## src/rtl/MD_pkg.sv

```systemverilog
// Shared widths, remote slot header layout and AXIS packing order for the remote position link.
package MD_pkg;

    localparam int unsigned OFFSET_WIDTH = 23;
    localparam int unsigned GCID_WIDTH   = 3;
    localparam int unsigned PID_WIDTH    = 9;
    localparam int unsigned ELEM_WIDTH   = 2;
    localparam int unsigned LIFE_WIDTH   = 4;
    localparam int unsigned DEST_WIDTH   = 4;

    localparam int unsigned GCID_BUS_W   = 3 * GCID_WIDTH;
    localparam int unsigned OFFSET_PKT_W = 3 * OFFSET_WIDTH + ELEM_WIDTH + PID_WIDTH;

    localparam int unsigned AXIS_DATA_W  = 512;
    localparam int unsigned SLOT_W       = 128;
    localparam int unsigned NUM_SLOTS    = 4;
    localparam int unsigned AXIS_W       = AXIS_DATA_W + DEST_WIDTH + 2;

    // Bit offsets inside one 128-bit slot
    localparam int unsigned SLOT_X_LSB    = 0;
    localparam int unsigned SLOT_Y_LSB    = 32;
    localparam int unsigned SLOT_Z_LSB    = 64;
    localparam int unsigned SLOT_LAST_BIT = 96;
    localparam int unsigned SLOT_LIFE_LSB = 97;
    localparam int unsigned SLOT_GCID_LSB = 101;
    localparam int unsigned SLOT_ELEM_LSB = 110;
    localparam int unsigned SLOT_PID_LSB  = 112;

    // AXIS bus order: {tlast, tvalid, tdest, tdata}
    localparam int unsigned AXIS_TDEST_LSB  = AXIS_DATA_W;
    localparam int unsigned AXIS_TVALID_BIT = AXIS_DATA_W + DEST_WIDTH;
    localparam int unsigned AXIS_TLAST_BIT  = AXIS_DATA_W + DEST_WIDTH + 1;

    localparam logic [AXIS_DATA_W-1:0] MARKER_DATA = AXIS_DATA_W'(1) << SLOT_LAST_BIT;

    typedef enum logic [0:0] {InIdle, InSlot} in_state_e;

    function automatic logic [SLOT_W-1:0] pack_slot(input logic [OFFSET_PKT_W-1:0] pkt,
                                                    input logic [GCID_BUS_W-1:0]   gcid,
                                                    input logic [LIFE_WIDTH-1:0]   life,
                                                    input logic                    last);
        logic [SLOT_W-1:0] s;
        s = '0;
        s[SLOT_X_LSB +: OFFSET_WIDTH]  = pkt[0 +: OFFSET_WIDTH];
        s[SLOT_Y_LSB +: OFFSET_WIDTH]  = pkt[OFFSET_WIDTH +: OFFSET_WIDTH];
        s[SLOT_Z_LSB +: OFFSET_WIDTH]  = pkt[2*OFFSET_WIDTH +: OFFSET_WIDTH];
        s[SLOT_LAST_BIT]               = last;
        s[SLOT_LIFE_LSB +: LIFE_WIDTH] = life;
        s[SLOT_GCID_LSB +: GCID_BUS_W] = gcid;
        s[SLOT_ELEM_LSB +: ELEM_WIDTH] = pkt[3*OFFSET_WIDTH +: ELEM_WIDTH];
        s[SLOT_PID_LSB +: PID_WIDTH]   = pkt[3*OFFSET_WIDTH+ELEM_WIDTH +: PID_WIDTH];
        return s;
    endfunction

    function automatic logic [AXIS_W-1:0] pack_axis(input logic                   last,
                                                    input logic                   valid,
                                                    input logic [DEST_WIDTH-1:0]  dest,
                                                    input logic [AXIS_DATA_W-1:0] data);
        return {last, valid, dest, data};
    endfunction

endpackage

```

## src/rtl/remote_pos_pack.sv

```systemverilog
// Outbound packer: fills four slots per beat, flushes partial beats when the ring drains,
// and emits the once-per-iteration last-transfer marker beat.
module remote_pos_pack
    import MD_pkg::*;
(
    input  logic                    clk,
    input  logic                    rst,
    input  logic [DEST_WIDTH-1:0]   dest_id_i,
    input  logic                    ring_empty_i,
    input  logic                    caches_dirty_i,
    input  logic                    iter_clear_i,
    input  logic [OFFSET_PKT_W-1:0] pkt_i,
    input  logic [GCID_BUS_W-1:0]   gcid_i,
    input  logic [LIFE_WIDTH-1:0]   life_i,
    input  logic                    pkt_valid_i,
    output logic [AXIS_W-1:0]       axis_o
);

    logic [AXIS_DATA_W-1:0] acc_q, acc_d, acc_w;
    logic [2:0]             fill_q, fill_d, fill_w;
    logic                   sent_q, sent_d;
    logic [AXIS_W-1:0]      axis_q, axis_d;

    always_comb begin
        acc_w  = acc_q;
        fill_w = fill_q;
        // A strobe lands in the current beat even when it also triggers a flush
        if (pkt_valid_i) begin
            acc_w[{fill_q[1:0], 7'd0} +: SLOT_W] = pack_slot(pkt_i, gcid_i, life_i, 1'b0);
            fill_w = fill_q + 3'd1;
        end
        acc_d  = acc_w;
        fill_d = fill_w;
        sent_d = sent_q;
        axis_d = '0;
        if (iter_clear_i) begin
            sent_d = 1'b0;
        end
        if (fill_w == 3'(NUM_SLOTS) || (ring_empty_i && fill_w != 3'd0)) begin
            axis_d = pack_axis(1'b0, 1'b1, dest_id_i, acc_w);
            acc_d  = '0;
            fill_d = '0;
        end else if (ring_empty_i && caches_dirty_i && !sent_q) begin
            axis_d = pack_axis(1'b1, 1'b1, dest_id_i, MARKER_DATA);
            sent_d = 1'b1;
        end
    end

    always_ff @(posedge clk or negedge rst) begin
        if (!rst) begin
            acc_q  <= '0;
            fill_q <= '0;
            sent_q <= 1'b0;
            axis_q <= '0;
        end else begin
            acc_q  <= acc_d;
            fill_q <= fill_d;
            sent_q <= sent_d;
            axis_q <= axis_d;
        end
    end

    assign axis_o = axis_q;

endmodule

```

## src/rtl/remote_pos_ctrl.sv

```systemverilog
// Bridges the local position ring and the inter-FPGA AXI-Stream link (inbound unpack FSM here).
// Define REMOTE_POS_PERF_CNT_EN to add the o_beats_sent / o_beats_recv counters.
module remote_pos_ctrl
    import MD_pkg::*;
(
    input  logic                    clk,
    input  logic                    rst,
    input  logic [DEST_WIDTH-1:0]   i_dest_id,
    input  logic                    i_all_pos_ring_nodes_empty,
    input  logic                    i_all_pos_caches_dirty,
    input  logic [OFFSET_PKT_W-1:0] i_offset_pkt_to_remote,
    input  logic [GCID_BUS_W-1:0]   i_gcid_to_remote,
    input  logic [LIFE_WIDTH-1:0]   i_lifetime_to_remote,
    input  logic                    i_offset_pkt_to_remote_valid,
    input  logic                    i_remote_ack_from_ring,
    input  logic [AXIS_DATA_W-1:0]  i_remote_tdata,
    input  logic                    i_remote_tvalid,
    output logic [OFFSET_PKT_W-1:0] o_remote_offset_pkt,
    output logic [GCID_BUS_W-1:0]   o_remote_gcid,
    output logic [LIFE_WIDTH-1:0]   o_remote_lifetime,
    output logic                    o_remote_valid,
    output logic                    o_last_transfer_from_remote,
    output logic                    o_remote_input_buf_ack,
`ifdef REMOTE_POS_PERF_CNT_EN
    output logic [31:0]             o_beats_sent,
    output logic [31:0]             o_beats_recv,
`endif
    output logic [AXIS_W-1:0]       o_axis_pos_pkt_to_remote
);

    in_state_e              state_q, state_d;
    logic [AXIS_DATA_W-1:0] word_q, word_d;
    logic [1:0]             idx_q, idx_d;
    logic                   pop_q, pop_d;
    logic                   flag_q, flag_d;
    logic                   dirty_q;
    logic                   iter_clear;
    logic [SLOT_W-1:0]      cur_slot;
    logic                   slot_valid, slot_done;
    logic                   unused_slot_bits;

    assign iter_clear = dirty_q & ~i_all_pos_caches_dirty;
    assign cur_slot   = word_q[{idx_q, 7'd0} +: SLOT_W];
    assign unused_slot_bits = ^{cur_slot[127:121], cur_slot[95:87], cur_slot[63:55],
                                cur_slot[31:23]};

    always_comb begin
        state_d    = state_q;
        word_d     = word_q;
        idx_d      = idx_q;
        pop_d      = 1'b0;
        flag_d     = flag_q;
        slot_valid = 1'b0;
        slot_done  = 1'b0;
        if (iter_clear) begin
            flag_d = 1'b0;
        end
        unique case (state_q)
            InIdle: begin
                // The popped word is still at the FIFO head during the pop cycle
                if (i_remote_tvalid && !pop_q) begin
                    word_d  = i_remote_tdata;
                    idx_d   = '0;
                    state_d = InSlot;
                end
            end
            InSlot: begin
                if (cur_slot[SLOT_LAST_BIT]) begin
                    flag_d    = 1'b1;
                    slot_done = 1'b1;
                end else if (cur_slot[SLOT_LIFE_LSB +: LIFE_WIDTH] == '0) begin
                    slot_done = 1'b1;
                end else begin
                    slot_valid = 1'b1;
                    slot_done  = i_remote_ack_from_ring;
                end
                if (slot_done) begin
                    if (idx_q == 2'd3) begin
                        state_d = InIdle;
                        pop_d   = 1'b1;
                    end else begin
                        idx_d = idx_q + 2'd1;
                    end
                end
            end
            default: state_d = InIdle;
        endcase
    end

    always_ff @(posedge clk or negedge rst) begin
        if (!rst) begin
            state_q <= InIdle;
            word_q  <= '0;
            idx_q   <= '0;
            pop_q   <= 1'b0;
            flag_q  <= 1'b0;
            dirty_q <= 1'b0;
        end else begin
            state_q <= state_d;
            word_q  <= word_d;
            idx_q   <= idx_d;
            pop_q   <= pop_d;
            flag_q  <= flag_d;
            dirty_q <= i_all_pos_caches_dirty;
        end
    end

    assign o_remote_valid              = slot_valid;
    assign o_remote_offset_pkt         = slot_valid ?
        {cur_slot[SLOT_PID_LSB +: PID_WIDTH], cur_slot[SLOT_ELEM_LSB +: ELEM_WIDTH],
         cur_slot[SLOT_Z_LSB +: OFFSET_WIDTH], cur_slot[SLOT_Y_LSB +: OFFSET_WIDTH],
         cur_slot[SLOT_X_LSB +: OFFSET_WIDTH]} : '0;
    assign o_remote_gcid               = slot_valid ? cur_slot[SLOT_GCID_LSB +: GCID_BUS_W] : '0;
    assign o_remote_lifetime           = slot_valid ? cur_slot[SLOT_LIFE_LSB +: LIFE_WIDTH] : '0;
    assign o_last_transfer_from_remote = flag_q;
    assign o_remote_input_buf_ack      = pop_q;

    remote_pos_pack u_pack (
        .clk            (clk),
        .rst            (rst),
        .dest_id_i      (i_dest_id),
        .ring_empty_i   (i_all_pos_ring_nodes_empty),
        .caches_dirty_i (i_all_pos_caches_dirty),
        .iter_clear_i   (iter_clear),
        .pkt_i          (i_offset_pkt_to_remote),
        .gcid_i         (i_gcid_to_remote),
        .life_i         (i_lifetime_to_remote),
        .pkt_valid_i    (i_offset_pkt_to_remote_valid),
        .axis_o         (o_axis_pos_pkt_to_remote)
    );

`ifdef REMOTE_POS_PERF_CNT_EN
    logic [31:0] sent_q, sent_d, recv_q, recv_d;

    always_comb begin
        sent_d = sent_q + {31'd0, o_axis_pos_pkt_to_remote[AXIS_TVALID_BIT]};
        recv_d = recv_q + {31'd0, pop_q};
        if (iter_clear) begin
            sent_d = '0;
            recv_d = '0;
        end
    end

    always_ff @(posedge clk or negedge rst) begin
        if (!rst) begin
            sent_q <= '0;
            recv_q <= '0;
        end else begin
            sent_q <= sent_d;
            recv_q <= recv_d;
        end
    end

    assign o_beats_sent = sent_q;
    assign o_beats_recv = recv_q;
`endif

endmodule

```

## config.mk

```make
export PLATFORM = sky130hd
export DESIGN_NAME = remote_pos_ctrl
export DESIGN_NICKNAME = d
export VERILOG_FILES = /design/src/rtl/MD_pkg.sv /design/src/rtl/remote_pos_pack.sv /design/src/rtl/remote_pos_ctrl.sv
export SDC_FILE = /design/constraint.sdc
export NUM_CORES = 2
export LEC_CHECK = 0
export CELL_PAD_IN_SITES_DETAIL_PLACEMENT = 0
export CELL_PAD_IN_SITES_GLOBAL_PLACEMENT = 2
export CORE_AREA = 2 2 475 477
export DETAILED_ROUTE_END_ITERATION = 8
export DIE_AREA = 0 0 477 479
export HOLD_SLACK_MARGIN = 0.08
export PLACE_DENSITY_LB_ADDON = 0.1
export SYNTH_ARGS = -nofsm -noshare
export SYNTH_HDL_FRONTEND = slang
export SYNTH_SLANG_ARGS = --single-unit
```

## constraint.sdc

```tcl
create_clock -name clk -period 2.71 [get_ports clk]
set_clock_uncertainty 0.2 [all_clocks]
set_input_delay 0.4065 -clock clk [delete_from_list [all_inputs] [get_ports clk]]
set_output_delay 0.4065 -clock clk [all_outputs]
set_load 0.005 [all_outputs]
```

======== Word level (Yosys, flattened, before mapping) ========
Cells that the tools add are included.
W data, S select, Z words.
storage, ports and cells
  input port bits ......................... 616
  word-level logic and storage cells ...... 68
  register bits after elaboration ......... 1552
  output and inout bits ................... 614
cells by class
  add/sub/neg operators ................... 3
  shifts and indexed selects .............. 3
  equality and inequality tests ........... 5
  multiplexer cells ....................... 33
  reduce and logical (&&, ||, !) cells .... 11
  bitwise gates (word level) .............. 3
operators by type and width
  operator                      number
  $mux W518                     2
  $mux W512                     2
  $bwmux W512                   1
  $shift A128 B11 Y512 const A  1
  $shiftx A128 B11 Y512         1
  $shiftx A512 B10 Y121         1
  $mux W80                      1
  $mux W1                       18
  $neg A9 Y11                   1
  $mux W9                       1
  $mux W2                       3
  $mux W3                       2
  $logic_and A1 B1 Y1           4
  $logic_not A4 Y1              1
  $mux W4                       1
  $ne A2 B2 Y1 const B          2
  $pmux W2 S2                   1
  $add A3 B1 Y3 const B         1
  $eq A3 B3 Y1 const B          1
  $reduce_and A3 Y1             1
  $reduce_bool A3 Y1            1
  $add A2 B1 Y2 const B         1
  $eq A2 B2 Y1 const B          1
  $logic_not A1 Y1              2
  other kinds (6)               7

======== Logic depth before layout (Yosys ltp) ========
  depth after elaboration ................. 7
  depth in mapped cells ................... 9

======== By module ========
A second synthesis with hierarchy kept.
second synthesis, totals
  cells, all modules ...................... 4854
  area, all modules ....................... 55718.4 µm²
by module, submodules not included
  module           times used  cells an instance  sequential area each (µm²)  area each (µm²)
  remote_pos_pack  1           3009               25874.8                     38513.2
  remote_pos_ctrl  1           1845               9559.2                      17205.3

======== Worst setup path after synthesis ========
OpenSTA, ideal clock, no wires.
  kind .................................... flip-flop to output port
  start ................................... reg idx_q[0]
  end ..................................... out o_remote_gcid[0]
  cell stages (with the launch flop) ...... 7
  buffers on the path ..................... 3
  path slack .............................. 135 ps
  arrival time ............................ 1969 ps
  data required time ...................... 2104 ps
  cells stage by stage .................... dfrtp_1 -> buf_6 -> mux4_2 -> or4_4 -> buf_6 -> buf_6 -> and3_1
between the ends
  cells in the longest elaborated chain, start to end .. 6
RTL lines
  what                      line                    RTL
  start: declaration        remote_pos_ctrl.sv:33   logic [1:0] idx_q, idx_d;
  start signal: assignment  remote_pos_ctrl.sv:101  idx_q <= idx_d;
  $shiftx A512 B10 Y121 *   remote_pos_ctrl.sv:43   assign cur_slot = word_q[{idx_q, 7'd0} +: SLOT_W];
  $logic_not A4 Y1          remote_pos_ctrl.sv:71   end else if (cur_slot[SLOT_LIFE_LSB +: LIFE_WIDTH] == '0) begin
  $mux W1                   remote_pos_ctrl.sv:71
  $mux W1                   remote_pos_ctrl.sv:68   if (cur_slot[SLOT_LAST_BIT]) begin
  $mux W1                   remote_pos_ctrl.sv:58   unique case (state_q)
  $mux W9 *                 remote_pos_ctrl.sv:113  assign o_remote_gcid = slot_valid ? cur_slot[SLOT_GCID_LSB +: GCID_BUS_W] : '0;
  end: declaration          remote_pos_ctrl.sv:19   output logic [GCID_BUS_W-1:0] o_remote_gcid,
Every way passes the cells marked *; elsewhere a longest branch is shown, timed or not.

======== Worst setup path in the final report ========
  start ................................... reg idx_q[0]
  end ..................................... out o_remote_offset_pkt[18]
between the ends
  cells in the longest elaborated chain, start to end .. 6
RTL lines
  what                     line                    RTL
  $shiftx A512 B10 Y121 *  remote_pos_ctrl.sv:43
  $logic_not A4 Y1         remote_pos_ctrl.sv:71
  $mux W1                  remote_pos_ctrl.sv:71
  $mux W1                  remote_pos_ctrl.sv:68
  $mux W1                  remote_pos_ctrl.sv:58
  $mux W80 *               remote_pos_ctrl.sv:109  assign o_remote_offset_pkt = slot_valid ?
  end: declaration         remote_pos_ctrl.sv:18   output logic [OFFSET_PKT_W-1:0] o_remote_offset_pkt,
Marks and branches as above.

==> results.sh <==
export IMPL_slew_violations=0
export IMPL_fin_crit_sh=1.481
export IMPL_grt_pass1_vias=42348
export IMPL_min_period_ns=4.013
export IMPL_cellLeakagePower_nw=36.46
export IMPL_layout_commonest_cell="dfrtp_1"
export IMPL_setup_tns_ns=-112.46
export IMPL_p_total_mw=75.18
export IMPL_cts_root_buffer="clkbuf_16"
export IMPL_dieArea_sq_um=228500
export IMPL_avgSynthCellArea_sq_um=11.01
export IMPL_cts_num_sinks=1416
export IMPL_drt_wl_total_um=219100
export IMPL_endpoint_kind="output port"
export IMPL_cp_max_fo=65
export IMPL_setup_viol=96
export IMPL_layout_common_cells="1414 x dfrtp_1, 1270 x nand2_1, 1065 x clkdlybuf4s50_1, 1027 x nor2_1, 383 x dlygate4sd3_1"
export IMPL_cp_start_kind="flop"
export IMPL_drc=0
export IMPL_vdd_drop_max_mv=0.7871
export IMPL_ys_flop_type="dfrtp_1"
export IMPL_gr_total_overflow=0
export IMPL_rsz0062_at_grt="true"
export IMPL_synth_area_sq_um=51320
export IMPL_clk_latency_ns=0.80
export IMPL_drt_iter0_drc=2406
export IMPL_cts_max_path_buffers=3
export IMPL_worst_pin_slew_ns=0.8280
export IMPL_synth_edf_count=0
export IMPL_status="finished, violations left"
export IMPL_dp_cells=8642
export IMPL_cts_tree="yes"
export IMPL_r2r_slack_ns=-0.16
export IMPL_vias=39990
export IMPL_synth_top_cell_by_area="dfrtp_1"
export IMPL_worstPathArrival_ns=3.41
export IMPL_cts_clk_slew_worst_paths_ns=0.06
export IMPL_ff_latch_area_sq_um=35440
export IMPL_grt_first_pass_wirelength_um=313500
export IMPL_antenna_left=0
export IMPL_ys_ff_latch=1416
export IMPL_syn_num_nets=5283
export IMPL_io_pins=1230
export IMPL_powerDensity_nw_per_um2=965.5
export IMPL_cts_made_buffers=172
export IMPL_multi_input_area_sq_um=14690
export IMPL_hold_class="input port to flop"
export IMPL_grt_max_degree=112
export IMPL_core_area_sq_um=223600
export IMPL_fp_dieH_um=479
export IMPL_antenna_found_initial=54
export IMPL_gp_congestion=0.8112
export IMPL_wl_per_cell_um=23.38
export IMPL_yosys_warnings=0
export IMPL_rows=174
export IMPL_area_growth_pct=51.73
export IMPL_drive_gt1_frac=0.1052
export IMPL_synth_area_top_cells="dfrtp_1 69%, nand2_1 9.3%, nor2_1 7.5%, a22oi_1 5.4%, mux4_2 4.1%"
export IMPL_grt_util_all_layers=0.1872
export IMPL_port_buffers=1093
export IMPL_die_width_um=477
export IMPL_synth_seq_area_share=0.6905
export IMPL_ys_types=33
export IMPL_nets=6848
export IMPL_relSlewSlack=0.4480
export IMPL_synthArstFlopShare=1.000
export IMPL_finish_utilization=0.3482
export IMPL_dp_hpwl_um=154100
export IMPL_required_ns=2.10
export IMPL_drt_pass1_iterations=6
export IMPL_fillers=22782
export IMPL_fmax_ghz=0.2492
export IMPL_start_util=0.2295
export IMPL_violations="setup timing"
export IMPL_whs_ns=0.1819
export IMPL_hold_viol=0
export IMPL_layout_setup_ws_ns=-1.303
export IMPL_htree_levels=4
export IMPL_dp_slack_ns=-0.4977
export IMPL_stdcell_area_sq_um=77860
export IMPL_layout_cells_non_filler=9371
export IMPL_cap_violations=0
export IMPL_worstSetupPathType="flop to output port"
export IMPL_netlist_instances=4661
export IMPL_viasPerCell=4.267
export IMPL_synth_top_area_frac=0.6905
export IMPL_dpl_cell_area_sq_um=67790
-- registers in the layout, indices dropped and copies added, names as in the netlist --
register and cells:
word_q 376, state_q 1, o_last_transfer_from_remote 1, o_remote_input_buf_ack 1, u_pack.axis_o 518, dirty_q 1
u_pack.sent_q 1, u_pack.fill_q 3, idx_q 2, u_pack.acc_q 512
-- worst max-delay path, cell delays in order, from the launching register on --
cell and delay (ns):
dfrtp_4 0.51, mux4_2 0.54, or4_4 0.60, buf_12 0.20, and3_1 0.22, clkdlybuf4s50_1 0.44
-- cells in the mapped netlist (2+ instances only) --
library cell,instances
dfrtp_1,1416
nand2_1,1276
nor2_1,1028
a22oi_1,372
clkbuf_1,270
mux4_2,94
and3_1,91
buf_2,29
buf_1,26
buf_6,11
and2_1,6
ha_1,6
inv_1,6
a21boi_1,4
mux2i_1,3
nor4_1,3
xnor2_1,3
inv_2,2
-- final timing paths --
kind | start | end | depth (start not counted)
max | idx_q[0]$_DFFE_PN0P_ | o_remote_offset_pkt[18] | 5
min | i_offset_pkt_to_remote[41] | u_pack.axis_o[178]$_DFF_PN0_ | 3
max reg2reg | idx_q[0]$_DFFE_PN0P_ | idx_q[0]$_DFFE_PN0P_ | 7
min reg2reg | u_pack.acc_q[186]$_DFF_PN0_ | u_pack.axis_o[186]$_DFF_PN0_ | 2
max in group asynchronous | rst | u_pack.axis_o[351]$_DFF_PN0_ | 4
min in group asynchronous | rst | u_pack.acc_q[185]$_DFF_PN0_ | 3
-- repair_timing --
action	in CTS	in global routing
cloned	4	3
pin swaps	0	0
endpoints found under the setup margin	96	126
hold endpoints to repair	1795	0
gates resized for setup	105	48
buffers inserted	8	4
hold buffers	384	0
-- kinds of logic (layout without fill, tap and decap cells) --
| logic type | Yosys count | count (layout) | synth area share |
|---|---|---|---|
| fa+ha+maj | 6 | 6 | 0.001463 |
| xor+xnor | 3 | 3 | 0.0005121 |
| simple gates | 2411 | 2411 | 0.1817 |
| buf+inv | 344 | 2041 | 0.02748 |
| other cells | 0 | 21 | 0 |
| flops | 1416 | 1416 | 0.6905 |
| compound gates | 384 | 384 | 0.05654 |
| mux | 97 | 97 | 0.04184 |
-- layout make-up --
| type | count | area share |
|---|---|---|
| Timing Repair Buffer | 1727 | 0.2337 |
| Multi-Input combinational cell | 2901 | 0.1887 |
| Antenna cell | 21 | 0.0006749 |
| Sequential cell | 1416 | 0.4552 |
| Clock inverter | 42 | 0.007938 |
| Inverter | 8 | 0.0003857 |
| Tap cell | 2992 | 0.04808 |
| Clock buffer | 264 | 0.06531 |
-- power breakdown --
group	internal, mW	switching [mW]
Combinational	11.3	13.8
Sequential	24.7	2.11
Clock	13.7	9.59
Total	49.7	25.5
-- routing by layer --
metal | vias to the layer above | GRT usage | share of wire
met1 | 20190 | 0.2408 | 0.43
met5 | - | 0 | 0.0010
met2 | 1123 | 0.2994 | 0.47
met4 | 38 | 0.07993 | 0.043
met3 | 361 | 0.04631 | 0.056
li1 | 18278 | - | -
No activity file was read; power rests on OpenSTA's default activity.
